$ cat config.mk
export PLATFORM = sky130hd
export DESIGN_NAME = pipeline_hazard_ctrl
export DESIGN_NICKNAME = d
export VERILOG_FILES = /design/src/rtl/pipeline_hazard_ctrl.sv
export SDC_FILE = /design/constraint.sdc
export NUM_CORES = 1
export LEC_CHECK = 0
export ABC_CLOCK_PERIOD_IN_PS = 1800
export CAP_MARGIN = 0
export CORE_UTILIZATION = 40
export DETAILED_ROUTE_END_ITERATION = 16
export PLACE_DENSITY = 0.76
export SYNTH_ARGS = -nofsm -noshare
export SYNTH_HDL_FRONTEND = slang
export SYNTH_SLANG_ARGS = --single-unit
$ cat constraint.sdc
create_clock -name clk -period 1.8 [get_ports clk]
set_clock_uncertainty 0.05 [all_clocks]
set_input_delay 0.18 -clock clk [delete_from_list [all_inputs] [get_ports clk]]
set_output_delay 0.18 -clock clk [all_outputs]
set_load 0.03 [all_outputs]
$ cat src/rtl/pipeline_hazard_ctrl.sv
`timescale 1ns/1ps
// ---------------------------------------------------------------------------
// pipeline_hazard_ctrl
//
// Hazard and sequencing controller for the five-stage ARM pipeline
// (IF, ID, EX, MEM, WB).
//
// Responsibilities:
//   - Startup drain. After reset it forces NOP bubbles into ID/EX for
//     STARTUP_CYCLES cycles.
//   - Load-use stall. It holds the PC and IF/ID for one cycle and inserts a
//     bubble.
//   - Taken-branch flush. It clears IF/ID and then bubbles the squashed slot.
//   - Operand forwarding selects for the three ID register operands.
//
// Parameters:
//   STARTUP_CYCLES  bubble cycles after reset release (1..15)
//   REG_W           register-specifier width
//
// Ports:
//   clk, reset                   clock (rising edge), async active-high reset
//   ID_rn/rm/rd, ID_use_*        ID operand specifiers and their read flags
//   ID_B_taken                   branch in ID resolved taken
//   EX/MEM/WB_rd, *_RF_enable    destination and write flag per stage
//   EX_load_instr                EX holds a load
//   PC_enable, IF_ID_enable      front-end enables
//   IF_ID_flush                  clear IF/ID on the next edge
//   select                       1 = decoded control, 0 = NOP bubble
//   fwd_A/B/C                    00 RF, 01 EX, 10 MEM, 11 WB
//   stall_active                 FSM is in STALL (debug)
//
// Optional feature, enabled by defining HAZARD_PERF_COUNTERS_EN:
//   stall_count, flush_count     saturating 16-bit counts of STALL and
//                                FLUSH entries
// ---------------------------------------------------------------------------
module pipeline_hazard_ctrl #(
  parameter int unsigned STARTUP_CYCLES = 4,
  parameter int unsigned REG_W          = 4
) (
  input  logic             clk,
  input  logic             reset,
  input  logic [REG_W-1:0] ID_rn,
  input  logic [REG_W-1:0] ID_rm,
  input  logic [REG_W-1:0] ID_rd,
  input  logic             ID_use_rn,
  input  logic             ID_use_rm,
  input  logic             ID_use_rd,
  input  logic             ID_B_taken,
  input  logic [REG_W-1:0] EX_rd,
  input  logic [REG_W-1:0] MEM_rd,
  input  logic [REG_W-1:0] WB_rd,
  input  logic             EX_RF_enable,
  input  logic             MEM_RF_enable,
  input  logic             WB_RF_enable,
  input  logic             EX_load_instr,
  output logic             PC_enable,
  output logic             IF_ID_enable,
  output logic             IF_ID_flush,
  output logic             select,
  output logic [1:0]       fwd_A,
  output logic [1:0]       fwd_B,
  output logic [1:0]       fwd_C,
  output logic             stall_active
`ifdef HAZARD_PERF_COUNTERS_EN
  ,
  output logic [15:0]      stall_count,
  output logic [15:0]      flush_count
`endif
);

  typedef enum logic [1:0] {
    S_INIT  = 2'd0,
    S_RUN   = 2'd1,
    S_STALL = 2'd2,
    S_FLUSH = 2'd3
  } state_t;

  localparam logic [3:0] STARTUP_LAST = 4'(STARTUP_CYCLES - 1);

  state_t     state;
  state_t     state_next;
  logic [3:0] startup_cnt;
  logic       load_use;

  // The forwarding priority is EX > MEM > WB. The all-ones specifier is the PC,
  // so it is never forwarded.
  function automatic logic [1:0] fwd_sel(
    input logic             use_op,
    input logic [REG_W-1:0] spec,
    input logic [REG_W-1:0] ex_d,
    input logic [REG_W-1:0] mem_d,
    input logic [REG_W-1:0] wb_d,
    input logic             ex_en,
    input logic             mem_en,
    input logic             wb_en
  );
    if (!use_op || spec == '1) return 2'b00;
    if (ex_en && ex_d == spec) return 2'b01;
    if (mem_en && mem_d == spec) return 2'b10;
    if (wb_en && wb_d == spec) return 2'b11;
    return 2'b00;
  endfunction

  // The load-use hazard means EX holds a load whose destination is read in ID.
  always_comb begin
    load_use = 1'b0;
    if (EX_load_instr && EX_RF_enable) begin
      if (ID_use_rn && ID_rn == EX_rd) load_use = 1'b1;
      if (ID_use_rm && ID_rm == EX_rd) load_use = 1'b1;
      if (ID_use_rd && ID_rd == EX_rd) load_use = 1'b1;
    end
  end

  always_ff @(posedge clk or posedge reset) begin
    if (reset) state <= S_INIT;
    else       state <= state_next;
  end

  // The counter only advances during the startup drain. It holds afterwards
  // until the next reset.
  always_ff @(posedge clk or posedge reset) begin
    if (reset)
      startup_cnt <= '0;
    else if (state == S_INIT && startup_cnt != STARTUP_LAST)
      startup_cnt <= startup_cnt + 4'd1;
  end

  always_comb begin
    state_next = state;
    case (state)
      S_INIT:  state_next = (startup_cnt == STARTUP_LAST) ? S_RUN : S_INIT;
      S_RUN: begin
        if (load_use)        state_next = S_STALL;
        else if (ID_B_taken) state_next = S_FLUSH;
        else                 state_next = S_RUN;
      end
      // The stalled load has moved to MEM and EX now holds a bubble, so no
      // load-use check happens here.
      S_STALL: state_next = ID_B_taken ? S_FLUSH : S_RUN;
      S_FLUSH: state_next = S_RUN;
      default: state_next = S_INIT;
    endcase
  end

  // Reset gates the outputs combinationally, so they drop on the asynchronous
  // assertion and do not wait for the state register to settle.
  always_comb begin
    PC_enable    = 1'b0;
    IF_ID_enable = 1'b0;
    IF_ID_flush  = 1'b0;
    select       = 1'b0;
    stall_active = 1'b0;
    fwd_A        = 2'b00;
    fwd_B        = 2'b00;
    fwd_C        = 2'b00;
    if (!reset) begin
      if (state != S_INIT) begin
        fwd_A = fwd_sel(ID_use_rn, ID_rn, EX_rd, MEM_rd, WB_rd,
                        EX_RF_enable, MEM_RF_enable, WB_RF_enable);
        fwd_B = fwd_sel(ID_use_rm, ID_rm, EX_rd, MEM_rd, WB_rd,
                        EX_RF_enable, MEM_RF_enable, WB_RF_enable);
        fwd_C = fwd_sel(ID_use_rd, ID_rd, EX_rd, MEM_rd, WB_rd,
                        EX_RF_enable, MEM_RF_enable, WB_RF_enable);
      end
      case (state)
        S_INIT: begin
          PC_enable    = 1'b1;
          IF_ID_enable = 1'b1;
        end
        S_RUN, S_STALL: begin
          stall_active = (state == S_STALL);
          if (state == S_RUN && load_use) begin
            PC_enable    = 1'b0;
            IF_ID_enable = 1'b0;
          end else begin
            PC_enable    = 1'b1;
            IF_ID_enable = 1'b1;
            select       = 1'b1;
            IF_ID_flush  = ID_B_taken;
          end
        end
        S_FLUSH: begin
          PC_enable    = 1'b1;
          IF_ID_enable = 1'b1;
        end
        default: ;
      endcase
    end
  end

`ifdef HAZARD_PERF_COUNTERS_EN
  // Each count increments on the edge that enters its state and saturates
  // at all-ones.
  always_ff @(posedge clk or posedge reset) begin
    if (reset) begin
      stall_count <= '0;
      flush_count <= '0;
    end else begin
      if (state_next == S_STALL && state != S_STALL && stall_count != '1)
        stall_count <= stall_count + 16'd1;
      if (state_next == S_FLUSH && state != S_FLUSH && flush_count != '1)
        flush_count <= flush_count + 16'd1;
    end
  end
`endif

endmodule

* Word-level counts from Yosys, hierarchy flattened
Index checks and enable logic that the tools add are counted.
Word-level totals: output and inout bits 11, bits in registers 6
Cells by class: eq/ne operators 20, add/subtract/negate cells 1, multiplexer cells 102, reductions and logical operators 25
Operators by type and width (number):
- two-way mux 1 bit | 68
- two-way mux 2 bit | 32
- == test 4 bit | 12
- logical AND 1 bit | 15
- == test 4 bit (second input constant) | 3
- one-hot mux 2 bit (4 select lines) | 1
- adder 4 x 1 -> 4 bit (second input constant) | 1
- == test 2 bit (second input constant) | 2
- == test 4 x 2 -> 1 bit (second input constant) | 1
- != test 4 x 2 -> 1 bit (second input constant) | 1
- OR reduction 2 bit | 2
- zero test 1 bit | 3
- logical OR 1 bit | 3
- == test 2 x 1 -> 1 bit (second input constant) | 1
- zero test 2 bit | 1
- one-hot mux 1 bit (2 select lines) | 1
- nonzero test 2 bit | 1

* Depth between registers and ports, before layout
Gate-level depths: netlist of the first run.
depth after elaboration 23, gate-level depth with buffers 6, depth with buffers taken out 5

* Worst setup path before layout of the first run
No wires, ideal clock.
kind input-to-output, from input port EX_rd[0], to output port PC_enable, cell stages on the path 6, required time 1570 ps, slack -191 ps, arrival time 1761 ps, path buffers 1, cells stage by stage xor2_1 nor4_4 a22o_1 o2111a_2 a21oi_1 buf_4
Between the ends: word-level cells in the longest chain between the ends 10, elaborated cells on any way between the ends 14
RTL lines:
- start, declared | line 49 | input logic [REG_W-1:0] EX_rd,
- == test 4 bit | line 108 | if (ID_use_rn && ID_rn == EX_rd) load_use = 1'b1;
- logical AND 1 bit | line 108
- two-way mux 1 bit | line 108
- two-way mux 1 bit | line 109 | if (ID_use_rm && ID_rm == EX_rd) load_use = 1'b1;
- two-way mux 1 bit * | line 110 | if (ID_use_rd && ID_rd == EX_rd) load_use = 1'b1;
- two-way mux 1 bit * | line 107 | if (EX_load_instr && EX_RF_enable) begin
- logical AND 1 bit * | line 172 | if (state == S_RUN && load_use) begin
- two-way mux 1 bit *
- one-hot mux 1 bit (2 select lines) *
- two-way mux 1 bit *
- end, declared | line 56 | output logic PC_enable,
Every way passes the cells marked *; elsewhere a longest branch is shown, timed or not.

* Final worst setup path of the first run
from input port ID_rm[2], to output port IF_ID_flush
Between the ends: word-level cells in the longest chain between the ends 9
RTL lines:
- start, declared | line 43 | input logic [REG_W-1:0] ID_rm,
- == test 4 bit | line 109
- logical AND 1 bit | line 109
- two-way mux 1 bit | line 109
- two-way mux 1 bit | line 110
- two-way mux 1 bit | line 107
- logical AND 1 bit | line 172
- two-way mux 1 bit | line 172
- two-way mux 1 bit | line 165 | case (state)
- two-way mux 1 bit | line 156 | if (!reset) begin
- end, declared | line 58 | output logic IF_ID_flush,
No other way between the ends.

==> results of run 1 <==
-- per-layer routing --
layer / global-route usage (%) / share of wire (%) / vias to the layer above
li1: - / - / 535
met1: 26.06 / 35 / 571
met2: 55.11 / 55 / 56
met3: 3.636 / 6.0 / 15
met4: 16.20 / 4.1 / 0
met5: 0 / 0 / -
-- power by group --
group / switching, mW / internal [mW]
sequential: 0.0424 / 0.182
clock: 0.0483 / 0.0754
combinational: 0.426 / 0.415
total: 0.516 / 0.672
-- area by class of cell --
type | instances | area share [%]
multi-input cells | 98 | 54.26
repair buffers | 76 | 33.70
flip-flops and latches | 6 | 8.253
well taps | 28 | 1.926
clock buffers | 3 | 1.238
inverters | 3 | 0.6190
-- stage by stage --
step / power [mW] / TNS [ns]
final: 1.188 / -0.08840
after global routing: 1.260 / -0.3488
after floorplan: 0.6068 / 0
after detailed placement: 0.8901 / -3.414
after global placement: 0.8603 / -3.047
after CTS: 1.108 / -0.02890
-- timing repair --
item	in CTS	in global routing
hold buffers	0	0
setup buffers	7	3
pin swaps	19	10
gates resized for setup	99	19
setup endpoints to repair	12	11
-- cell families after synthesis --
| family | count (synthesis) |
|---|---|
| and+or+nand+nor | 38 |
| adders and majority gates | 5 |
| xor gates and xnor gates | 38 |
| AOI/OAI and AO/OA | 16 |
| DFF | 6 |
| buffers and inverters | 5 |
| muxes | 1 |
-- synthesized netlist by cell type, drive strengths merged, types with 2 or more instances --
master	number	area, um2
xor2	30	262.8
xnor2	8	70.07
nand2	7	26.28
dfrtp	6	150.1
nand3	6	30.03
nor4	6	65.06
ha	5	62.56
nand4	4	25.02
nor2	4	15.01
nor2b	4	25.02
a211oi	3	22.52
a22oi	3	22.52
inv	3	11.26
nor3	3	15.01
buf	2	12.51
o21ai	2	10.01
-- worst max path at each step --
stage               cells after the start  slack (ns)           to     start
floorplan                               6        0.03    PC_enable  EX_rd[0]
global placement                        7       -0.44  IF_ID_flush  EX_rd[1]
detailed placement                      7       -0.48  IF_ID_flush  EX_rd[1]
CTS                                     7       -0.03  IF_ID_flush  EX_rd[2]
global route                            7       -0.11  IF_ID_flush  ID_rm[2]
finish                                  7       -0.05  IF_ID_flush  ID_rm[2]
-- registers in the layout, summed over array words and instances (netlist names) --
register     flops
state            2
startup_cnt      4
-- worst max-delay path, stage by stage --
cell	delay (ns)
buf_8	0.11
xor2_4	0.18
nor4_4	0.35
and2_4	0.20
o2111a_2	0.25
and4b_1	0.21
buf_6	0.14
==> qor.txt, run 1 <==
largest net degree at the start of global routing: 8
residual antenna-violating net count after detailed routing: 0
Compound-Gate Fraction of Synth Area: 13.12%
synthesized cell area: 934.6 um2
Synth Area in Simple Gates: 24.77%
Final Cycle Share: 102.9%
die extent in x: 50.34 um
outcome: finished, violations left
register-to-register path setup slack: 0.18 ns
minimum clock period: 1.853 ns
gr ovfl total: 0
FF/Latch Area: 150.1 um2
placed cell area: 1569 um2
Worst Path Max Fanout: 3
Iter 0 DRT Violations: 16
routed vias/inst: 5.500
vias: 1177
post-synthesis sequential area ratio: 16.06%
clk slew on worst S/H paths: 0.04 ns
Area Overhead vs Synth: 94.64%
Primary FF master, synth: dfrtp_1
nets: 227
post-synth cell types: 32
CTS Buffer Depth: 2
synthesized instance count: 109
worst-margin pin slew: 0.4650 ns
CP endpoint kind: primary output
main combinational cell family by area after synthesis: XOR/XNOR gates
Final Non-Filler Cells: 214
RR Startpoint: startup_cnt[0]
row cnt: 17
fmax: 0.5397 GHz
Total Routing Usage GR: 27.61%
slew margin rel.: 68.67%
Num CTS Buffers: 3
syn nets: 148
first-pass GRT wire length: 5250 um
EDFF count, synth: 0
# diodes: 0
reg2reg path depth: 4
DRC errors left: 0
Sink Count: 6
gp weighted congestion: 0.8643
post-route setup slack: -0.05294 ns
Vert. Die Dim: 50.34 um
H-tree depth: 1
Max-cap violations: 0
max-slew violation count: 0
crit path DAT: 1.62 ns
area of the multi-input gates: 987.2 um2
fraction of synthesized area in multiplexers: 1.205%
Hold Path Class: in -> async
failing checks: negative setup slack
initial antenna violation count: 0
WL final: 3570 um
reg2reg end: startup_cnt[1]
commonest cells after routing, fill and taps aside: buf_4 (38), xor2_1 (18), buf_2 (13)
CP Launch Type: input pin
Finished Core Util: 82.24%
Lkg Pwr: 0.7919 nW
Avg Cell Area, Syn: 8.575 um2
Die Area: 2534 um2
hold slack: 0.3295 ns
TritonRoute pass-1 iters: 4
detail-routed net length per standard cell: 16.68 um
flops & latches, synth: 6
layout cells sized above 1: 51.08%
Synth Warn #: 0
Worst-Skew Late Latency: 0.24 ns
Power per Cell Area: 653.3 nW/um2
adder-cell share of the synthesized area: 6.693%
Initial Utilization: 42.25%
post-route cell area: 1819 um2
core box area: 2212 um2
placed cell count: 202
worst path required time: 1.57 ns
CTS tree: built
Post-Place Setup Slack: -0.4809 ns
Worst VDD drop: 0.0008260 V
port bufs: 44
final hold viol count: 0
number of global-route vias before repair: 1231
commonest non-fill, non-tap cell in the layout: buf_4
CTS Root Cell: clkbuf_4
CP Class: in -> out
ys async rst share: 100.0%
final setup vio count: 4
xor/xnor share of the synthesized area: 35.61%
I/O Pins: 45
DP HPWL: 2597 um
# fillers: 139
RSZ-0062 raised after global routing: true
Power figures use the tool's default switching activity.
==> inputs of run 2 (changes only) <==
--- a/config.mk
+++ b/config.mk
@@ -7,9 +7,10 @@
 export LEC_CHECK = 0
 export ABC_CLOCK_PERIOD_IN_PS = 1800
 export CAP_MARGIN = 0
-export CORE_UTILIZATION = 40
+export CORE_UTILIZATION = 41
 export DETAILED_ROUTE_END_ITERATION = 16
-export PLACE_DENSITY = 0.76
+export PLACE_DENSITY = 0.78
 export SYNTH_ARGS = -nofsm -noshare
 export SYNTH_HDL_FRONTEND = slang
 export SYNTH_SLANG_ARGS = --single-unit
+export TNS_END_PERCENT = 50
==> qor.txt, run 2 (synthesis gave the netlist of run 1 again) <==
outcome: finished, violations left
failing checks: negative setup slack
reg2reg end: startup_cnt[1]
commonest cells after routing, fill and taps aside: buf_4 (39), xor2_1 (22), dlygate4sd2_1 (9)
Worst path max stage delay: 0.40 ns (+0.05 ns)
post-route setup slack: -0.05679 ns (-0.003854 ns)
DRC errors left: 0 (unchanged)
top flop regs: startup_cnt (4), state (2)
die extent in x: 49.75 um (-1.2%)
largest net degree at the start of global routing: 8 (unchanged)
clk slew on worst S/H paths: 0.05 ns (about the same)
nets: 227 (unchanged)
Crit path depth: 6 (-1)
gp weighted congestion: 0.8577 (-0.76%)
total power: 1.228 mW (+3.3%)
clock share of power: 10.5% (about the same)
detail-routed net length per standard cell: 17.75 um (+6.4%)
Hold Path Class: in -> async
fmax: 0.5386 GHz (-0.21%)
initial antenna violation count: 0 (unchanged)
CP Launch Type: flop
residual antenna-violating net count after detailed routing: 0 (unchanged)
RR Startpoint: state[0]
Iter 0 DRT Violations: 24 (+8)
Worst Path Max Fanout: 3 (unchanged)
most flop-heavy register: startup_cnt
worst path required time: 1.57 ns (about the same)
H-tree depth: 1 (unchanged)
final hold viol count: 0 (unchanged)
placed cell count: 201 (-0.50%)
critical path's slowest cell: dfrtp_1
core box area: 2042 um2 (-7.7%)
RSZ-0062 raised after global routing: true
row cnt: 16 (-1)
I/O Pins: 45 (unchanged)
Lkg Pwr: 0.7998 nW (+1.0%)
vias: 1178 (+0.085%)
Initial Utilization: 45.77% (+3.5 points)
Worst-Skew Late Latency: 0.25 ns (about the same)
sequential fraction of design power: 18.3% (-0.6 points)
Max-cap violations: 0 (unchanged)
WL final: 3780 um (+5.9%)
Sink Count: 6 (unchanged)
Worst path top cell family by delay: flip-flops
Power per Cell Area: 690.5 nW/um2 (+5.7%)
Final Non-Filler Cells: 213 (-0.47%)
routed vias/inst: 5.531 (+0.55%)
reg2reg path depth: 6 (+2)
Total Routing Usage GR: 31.65% (+4.0 points)
Area Overhead vs Synth: 90.23%
CP endpoint kind: primary output
CTS tree: built
NetSw: 532.9 uW (+3.2%)
CTS Buffer Depth: 2 (unchanged)
max reg flops: 4 (unchanged)
gr ovfl total: 0 (unchanged)
final setup vio count: 4 (unchanged)
slew margin rel.: 71.70% (+3.0 points)
Combinational Power Share: 71.2% (+0.5 points)
commonest non-fill, non-tap cell in the layout: buf_4
crit path cell chain: inv_2, ha_4, nor2_4, nand3_2, a211oi_2, buf_4
Vert. Die Dim: 49.75 um (-1.2%)
layout cells sized above 1: 50.54% (-0.54 points)
worst path bufs/invs: 2 (unchanged)
first-pass GRT wire length: 5782 um (+10%)
minimum clock period: 1.857 ns (+0.003854 ns)
Critical path origin: state[0]
max-slew violation count: 0 (unchanged)
CP Class: reg -> out
Num CTS Buffers: 3 (unchanged)
Die Area: 2475 um2 (-2.3%)
Worst VDD drop: 0.0005437 V (-34%)
Switching Share: 43.41% (about the same)
DP HPWL: 2574 um (-0.90%)
crit path DAT: 1.63 ns (about the same)
number of global-route vias before repair: 1278 (+3.8%)
worst-margin pin slew: 0.4216 ns (-0.04336 ns)
CTS Root Cell: clkbuf_4
Post-Place Setup Slack: -0.9081 ns (-0.4272 ns)
TritonRoute pass-1 iters: 4 (unchanged)
Pint: 694.8 uW (+3.4%)
register-to-register path setup slack: 0.11 ns (-0.07 ns)
Final Cycle Share: 103.2% (+0.21 points)
port bufs: 44 (unchanged)
Critical Path End: fwd_A[1]
# diodes: 0 (unchanged)
[run 2: changes by cell type in the layout (fill, tap and decap cells not counted), sizes merged]
cell           previous run  this run
buf                      58        55
clkbuf                    3         6
clkdlybuf4s15             0         1
clkdlybuf4s50             8         6
dlymetal6s2s              1         2
[run 2: final cells by class]
class | instances | area, um2
fill | 106 | 264.0
multi-input combinational | 98 | 934.6
inverter | 3 | 11.26
timing repair buffer | 76 | 625.6
sequential | 6 | 150.1
clock buffer | 3 | 22.52
tap | 27 | 33.78
[run 2: per-stage QoR]
step	hold slack, ns	util, %	area, um2	setup TNS [ns]
after CTS	0.2364	83.27	1700	-0.1229
after detailed placement	0.4357	76.16	1555	-4.004
after global placement	0.4274	76.16	1555	-3.506
after global routing	0.2679	87.07	1778	-0.3793
after floorplan	-0.07337	-	943.4	-0.4063
final	0.2524	87.07	1778	-0.1377
[run 2: timing repair]
action / CTS / global route
gates cloned: 0 / 0
pin swaps: 22 / 19
buffers inserted: 8 / 2
gates resized for setup: 101 / 27
setup endpoints to repair: 11 / 12
hold buffers: 0 / 0
[run 2: tightest hold or removal path: stages]
cell             delay, ns
clkdlybuf4s50_1       0.45
inv_1                 0.10
buf_4                 0.16
[run 2: power groups by stage]
stage | logic, mW | registers [mW] | clock network, mW
after floorplan | 0.388 | 0.212 | 0
after global placement | 0.689 | 0.213 | 0
after detailed placement | 0.719 | 0.217 | 0
after CTS | 0.749 | 0.215 | 0.131
after global routing | 0.951 | 0.227 | 0.136
final | 0.875 | 0.224 | 0.129
[run 2: layer usage]
layer	part of all wire, %	routed length [um]	track usage (%)
met5	0	0	0
met2	54	2057	61.49
met1	35	1321	29.55
met3	4.1	154	4.630
met4	6.6	248	21.90
[run 2: worst min-delay path by stage]
stage	start	cells past startpoint	slack (ns)	end
after floorplan	reset	1	-0.07	startup_cnt[0]
after global placement	startup_cnt[2]	2	0.43	startup_cnt[2]
after detailed placement	startup_cnt[3]	1	0.44	startup_cnt[3]
after CTS	reset	3	0.24	startup_cnt[2]
after global routing	reset	3	0.27	startup_cnt[2]
final	reset	3	0.25	startup_cnt[3]
